File: src/rtl/csa8_seq_pkg.sv
// Shared types and constants for the byte-serial wide adder.
//   state_e : sequencer states (idle, run one byte per cycle, hold result)
//   BYTE_W  : width of one adder slice
//   clog2   : index width helper for the byte counter (minimum 1 bit)
package csa8_seq_pkg;

  localparam int unsigned BYTE_W = 8;

  typedef enum logic [1:0] {
    StIdle,
    StRun,
    StDone
  } state_e;

  function automatic int unsigned clog2(input int unsigned n);
    int unsigned r;
    r = 1;
    for (int unsigned i = 1; i < 32; i++) begin
      if ((32'd1 << i) < n) r = i + 1;
    end
    return r;
  endfunction

endpackage

File: src/rtl/carry_select_adder8.sv
// 8-bit carry-select adder: the shared byte datapath of csa8_wide_add_seq.
// The low nibble ripples; the high nibble is computed for both possible
// carries and the low-nibble carry-out selects between them.
// Ports:
//   a, b  in  8  addends
//   cin   in  1  carry-in
//   sum   out 8  sum
//   cout  out 1  carry-out
module carry_select_adder8
  import csa8_seq_pkg::*;
(
  input  logic [BYTE_W-1:0] a,
  input  logic [BYTE_W-1:0] b,
  input  logic              cin,
  output logic [BYTE_W-1:0] sum,
  output logic              cout
);

  logic [4:0] lo;
  logic [4:0] hi0;
  logic [4:0] hi1;

  assign lo  = {1'b0, a[3:0]} + {1'b0, b[3:0]} + {4'b0000, cin};
  assign hi0 = {1'b0, a[7:4]} + {1'b0, b[7:4]};
  assign hi1 = {1'b0, a[7:4]} + {1'b0, b[7:4]} + 5'd1;

  assign sum  = {(lo[4] ? hi1[3:0] : hi0[3:0]), lo[3:0]};
  assign cout = lo[4] ? hi1[4] : hi0[4];

endmodule

File: src/rtl/csa8_wide_add_seq.sv
// Byte-serial NBYTES*8-bit adder built around one shared 8-bit carry-select
// adder. Operands are captured at accept, then one byte per cycle is added
// LSB first with the carry held in a register between bytes. The result is
// held with out_valid until the consumer takes it.
// Optional feature: define CSA_SEQ_SUB_EN to add the in_sub port (a - b).
// Ports:
//   clk, rst_n           clock, async active-low reset
//   in_valid / in_ready  operand handshake (in_ready high only in idle)
//   in_a, in_b, in_cin   operands and carry-in to byte 0
//   in_sub               subtract request (CSA_SEQ_SUB_EN only)
//   out_valid/out_ready  result handshake
//   out_sum, out_cout    W-bit result and carry-out of the top byte
//   out_ovf              signed overflow
//   busy                 high whenever not idle
module csa8_wide_add_seq
  import csa8_seq_pkg::*;
#(
  parameter int unsigned NBYTES = 4
) (
  input  logic                     clk,
  input  logic                     rst_n,
  input  logic                     in_valid,
  output logic                     in_ready,
  input  logic [NBYTES*BYTE_W-1:0] in_a,
  input  logic [NBYTES*BYTE_W-1:0] in_b,
  input  logic                     in_cin,
`ifdef CSA_SEQ_SUB_EN
  input  logic                     in_sub,
`endif
  output logic                     out_valid,
  input  logic                     out_ready,
  output logic [NBYTES*BYTE_W-1:0] out_sum,
  output logic                     out_cout,
  output logic                     out_ovf,
  output logic                     busy
);

  localparam int unsigned W     = NBYTES * BYTE_W;
  localparam int unsigned IDX_W = clog2(NBYTES);

  state_e             state_q;
  logic [W-1:0]       a_q;
  logic [W-1:0]       b_q;
  logic [W-1:0]       res_q;
  logic [IDX_W-1:0]   idx_q;
  logic               carry_q;
  logic               cout_q;
  logic               ovf_q;
  logic               in_ready_q;
  logic               out_valid_q;
  logic               busy_q;

  logic [W-1:0]       eff_b;
  logic               eff_cin;
  logic [BYTE_W-1:0]  add_sum;
  logic               add_cout;
  logic               last_byte;
  logic               top_c7;

  // Effective operand B and initial carry as seen at accept.
  always_comb begin
    eff_b   = in_b;
    eff_cin = in_cin;
`ifdef CSA_SEQ_SUB_EN
    if (in_sub) begin
      eff_b   = ~in_b;
      eff_cin = 1'b1;
    end
`endif
  end

  carry_select_adder8 u_adder (
    .a    (a_q[BYTE_W-1:0]),
    .b    (b_q[BYTE_W-1:0]),
    .cin  (carry_q),
    .sum  (add_sum),
    .cout (add_cout)
  );

  assign last_byte = (idx_q == IDX_W'(NBYTES - 1));
  // Carry into bit 7 of the current slice, recovered without touching the adder.
  assign top_c7    = a_q[BYTE_W-1] ^ b_q[BYTE_W-1] ^ add_sum[BYTE_W-1];

  always_ff @(posedge clk or negedge rst_n) begin
    if (!rst_n) begin
      state_q     <= StIdle;
      a_q         <= '0;
      b_q         <= '0;
      res_q       <= '0;
      idx_q       <= '0;
      carry_q     <= 1'b0;
      cout_q      <= 1'b0;
      ovf_q       <= 1'b0;
      in_ready_q  <= 1'b1;
      out_valid_q <= 1'b0;
      busy_q      <= 1'b0;
    end else begin
      unique case (state_q)
        StIdle: begin
          if (in_valid) begin
            a_q        <= in_a;
            b_q        <= eff_b;
            carry_q    <= eff_cin;
            idx_q      <= '0;
            state_q    <= StRun;
            in_ready_q <= 1'b0;
            busy_q     <= 1'b1;
          end
        end
        StRun: begin
          // Operands shift down so byte idx is always at the bottom; the
          // result fills from the top so byte 0 lands at the bottom last.
          a_q     <= a_q >> BYTE_W;
          b_q     <= b_q >> BYTE_W;
          res_q   <= {add_sum, res_q[W-1:BYTE_W]};
          carry_q <= add_cout;
          idx_q   <= idx_q + IDX_W'(1);
          if (last_byte) begin
            state_q     <= StDone;
            out_valid_q <= 1'b1;
            cout_q      <= add_cout;
            ovf_q       <= top_c7 ^ add_cout;
          end
        end
        StDone: begin
          if (out_ready) begin
            state_q     <= StIdle;
            out_valid_q <= 1'b0;
            in_ready_q  <= 1'b1;
            busy_q      <= 1'b0;
          end
        end
        default: begin
          state_q     <= StIdle;
          out_valid_q <= 1'b0;
          in_ready_q  <= 1'b1;
          busy_q      <= 1'b0;
        end
      endcase
    end
  end

  assign in_ready  = in_ready_q;
  assign out_valid = out_valid_q;
  assign out_sum   = res_q;
  assign out_cout  = cout_q;
  assign out_ovf   = ovf_q;
  assign busy      = busy_q;

endmodule

File: config.mk
export PLATFORM = sky130hd
export DESIGN_NAME = csa8_wide_add_seq
export DESIGN_NICKNAME = d
export VERILOG_FILES = /design/src/rtl/csa8_seq_pkg.sv /design/src/rtl/carry_select_adder8.sv /design/src/rtl/csa8_wide_add_seq.sv
export SDC_FILE = /design/constraint.sdc
export NUM_CORES = 1
export LEC_CHECK = 0
export ABC_AREA = 0
export CAP_MARGIN = 0
export CORE_MARGIN = 3
export CORE_UTILIZATION = 45
export DETAILED_ROUTE_END_ITERATION = 6
export GPL_ROUTABILITY_DRIVEN = 0
export PLACE_DENSITY = 0.72
export SLEW_MARGIN = 20
export SYNTH_ARGS = -nofsm -noshare
export SYNTH_HDL_FRONTEND = slang
export SYNTH_SLANG_ARGS = --single-unit
File: constraint.sdc
create_clock -name clk -period 3 [get_ports clk]
set_input_delay 0.9 -clock clk [delete_from_list [all_inputs] [get_ports clk]]
set_output_delay 0.9 -clock clk [all_outputs]
set_load 0.01 [all_outputs]
==> flow_metrics.env <==
export IMPL_synthDistinctLibCells=32
export IMPL_routedWlPerCell_um=16.2
export IMPL_ir_drop_mv=0.452
export IMPL_synth_area_mm2=0.00500
export IMPL_synth_edf_count=0
export IMPL_ctsResizeCount=0
export IMPL_postCtsSetupBuffers=0
export IMPL_syn_nets=592
export IMPL_combPwrFrac=0.461
export IMPL_seq_power_share=0.405
export IMPL_synth_compound_area_share=0.239
export IMPL_p_sw_mw=2.49
export IMPL_num_vias=4110
export IMPL_timing_final_ws_setup_ps=532
export IMPL_die_area_mm2=0.0124
export IMPL_drt_iter0_markers=333
export IMPL_finalMaxSlewViolations=0
export IMPL_grt_usage=0.191
export IMPL_synth_common_cells="dfrtp_1 (105), nand2_1 (88), o21ai_0 (59), a21oi_1 (49)"
export IMPL_cts_tree="built"
export IMPL_arrival_ps=2680
export IMPL_nFillCells=912
export IMPL_grt_pass1_vias=4033
export IMPL_switching_share=0.400
export IMPL_clkPwrFrac=0.134
export IMPL_rsz0062_at_grt="false"
export IMPL_antenna_diode_count=0
export IMPL_yosysSeqAreaShare=0.531
export IMPL_finalSetupTns_ps=0
export IMPL_cp_startpoint="a_q[0]"
export IMPL_clkTransAtPathRegs_ps=100
export IMPL_timing_max_cap_violations=0
export IMPL_total_power_mw=6.22
export IMPL_synthAdderAreaFrac=0.0345
export IMPL_synthSimpleGateAreaFrac=0.136
export IMPL_routed_via_density=5.52
export IMPL_syn_avg_cell_area_um2=9.78
export IMPL_r2r_start="a_q[0]"
export IMPL_min_path_type="in2async"
export IMPL_yosysTopAreaCell="dfrtp_1"
export IMPL_synth_top_family_by_area="compound AO/OA/AOI/OAI gates"
export IMPL_synthTopCellsByArea="dfrtp_1 (53%), a22oi_1 (7.1%), nand2_1 (6.6%), o21ai_0 (5.9%), nor2b_1 (5.9%)"
export IMPL_dp_hpwl_um=8500
export IMPL_worst_pin_slew_ps=1050
export IMPL_layout_drive_gt1_share=0.0722
export IMPL_end_kind="flop"
export IMPL_drc=0
export IMPL_grt_pass1_wl_um=19600
export IMPL_slew_headroom=0.299
export IMPL_synth_ff_type="dfrtp_1"
export IMPL_max_freq_mhz=405
export IMPL_postSynth_asyncResetShare=1.00
export IMPL_worstPathRequired_ps=3220
export IMPL_clk_latency_ps=370
export IMPL_port_buffers=105
export IMPL_setup_viol=0
export IMPL_finClkSkew_ps=9.83
export IMPL_grt_start_max_net_pins=60
export IMPL_place_ws_ps=494
export IMPL_power_density_mw_per_mm2=972
export IMPL_die_w_um=111
export IMPL_antenna_found_initial=0
export IMPL_min_period_ps=2470
export IMPL_p_leak_nw=2.83
export IMPL_area_delta_synth_final_pct=28.0
export IMPL_io_pins=106
export IMPL_crit_path_max_fanout=5
export IMPL_worst_setup_path_type="reg2reg"
export IMPL_yosysWarnings=0
export IMPL_fin_nets=685
export IMPL_antenna_left=0
export IMPL_drt_wl_total_um=12000
export IMPL_status="complete, no violations"
export IMPL_fin_crit_sh=0.823
export IMPL_row_count=37
export IMPL_ctsRootBufferMaster="clkbuf_8"
export IMPL_synthMuxAreaShare=0.00200
export IMPL_ys_seq_elements=106
export IMPL_htreeDepth=3
export IMPL_core_area_mm2=0.0106
export IMPL_synthCells=511
export IMPL_synthXorXnorAreaFrac=0.0190
export IMPL_start_util=0.474
export IMPL_cts_buffers=9
export IMPL_synth_most_common_cell="dfrtp_1"
export IMPL_p_int_mw=3.73
export IMPL_synth_top_cell_area_share=0.526
export IMPL_overflow=0
export IMPL_die_h_um=111
export IMPL_ctsHoldBuffers=0
export IMPL_cts_buffer_depth=2
export IMPL_cts_sinks=106
export IMPL_hold_viol=0
export IMPL_startpoint_type="flop"
export IMPL_dr_pass1_iters=7
-- metrics by stage --
| stage | instances | cell area [um^2] | util | hold slack [ps] |
|---|---|---|---|---|
| floorplan | 511 | 5000 | - | 468 |
| CTS | 745 | 6400 | 0.606 | 326 |
| detailed placement | 729 | 6210 | 0.589 | 464 |
| global route | 745 | 6400 | 0.606 | 313 |
| global placement | 728 | 6180 | 0.586 | 458 |
| finish | 745 | 6400 | 0.606 | 339 |
-- area by class of cell --
class / instances / area (um^2) / share of cell area
Clock buffer: 11 / 151 / 0.0237
Tap cell: 136 / 170 / 0.0266
Inverter: 9 / 33.8 / 0.00528
Sequential cell: 106 / 2660 / 0.415
Multi-Input combinational cell: 359 / 2170 / 0.339
Timing Repair Buffer: 119 / 1180 / 0.185
Clock inverter: 5 / 37.5 / 0.00586
-- layout by cell type (no fill, tap or decap), types with 2 or more instances in the layout --
master and instances:
dfrtp_1 104, nor2_1 5, a21o_1 3, xor2_1 3
nand2b_1 2, clkdlybuf4s50_1 103, o22a_1 2, fa_1 3
xnor2_1 6, inv_1 9, a2bb2oi_1 3, a22o_1 17
nor2b_1 45, o21ai_1 3, a21oi_1 49, nand2_1 88
clkinvlp_4 2, a22oi_1 47, ha_1 9, o21ai_0 59
clkbuf_8 11, buf_4 13, o22ai_1 2, a21oi_2 3
nor2b_4 2
-- power groups by stage --
stage,sequential (mW),clock (mW),combinational (mW)
after global placement,2.52,0,2.72
after detailed placement,2.55,0,2.88
after CTS,2.52,0.857,2.90
after global routing,2.60,0.903,3.19
after floorplan,2.47,0,1.78
final,2.52,0.834,2.87
-- cell families (layout without fill, tap and decap cells) --
| kind of cell | Yosys count | after routing |
|---|---|---|
| muxes | 1 | 1 |
| adders and majority gates | 12 | 12 |
| DFF | 106 | 106 |
| buffers and inverters | 46 | 144 |
| and+or+nand+nor | 145 | 145 |
| AOI/OAI and AO/OA | 191 | 191 |
| xor gates and xnor gates | 10 | 10 |
-- critical path, stage by stage (launching register included) --
cell and delay (ps):
dfrtp_1 360, inv_1 70, fa_1 470, fa_1 430, nor2b_1 140, o21ai_1 90, nand2_1 200, nand4_2 160
xnor2_1 300, a221oi_2 90
-- state kept, by name, indices dropped and copies added, names as in the netlist --
| signal | cells |
|---|---|
| busy | 1 |
| state_q | 2 |
| out_ovf | 1 |
| idx_q | 2 |
| out_cout | 1 |
| carry_q | 1 |
| b_q | 32 |
| out_sum | 32 |
| in_ready | 1 |
| out_valid | 1 |
| a_q | 32 |
-- path summary, 6_finish.rpt --
| check | endpoint | slack, ps | depth (start not counted) |
|---|---|---|---|
| worst max register to register | carry_q | 530 | 9 |
| worst min register to register | out_sum[7] | 480 | 2 |
| min in group clk | out_sum[7] | 480 | 2 |
| worst min-delay path | out_sum[16] | 340 | 1 |
| worst max-delay path | carry_q | 530 | 9 |
| max in group asynchronous | b_q[16] | 1940 | 2 |
-- routing by layer --
layer  vias to the layer above  track usage  wire length [um]
met5                         -            0                 0
met2                       143        0.313              5810
li1                       1975            -                 -
met4                         0       0.0495               156
met1                      1977        0.259              5380
met3                        15       0.0440               691
(Power assumes the default switching activity.)
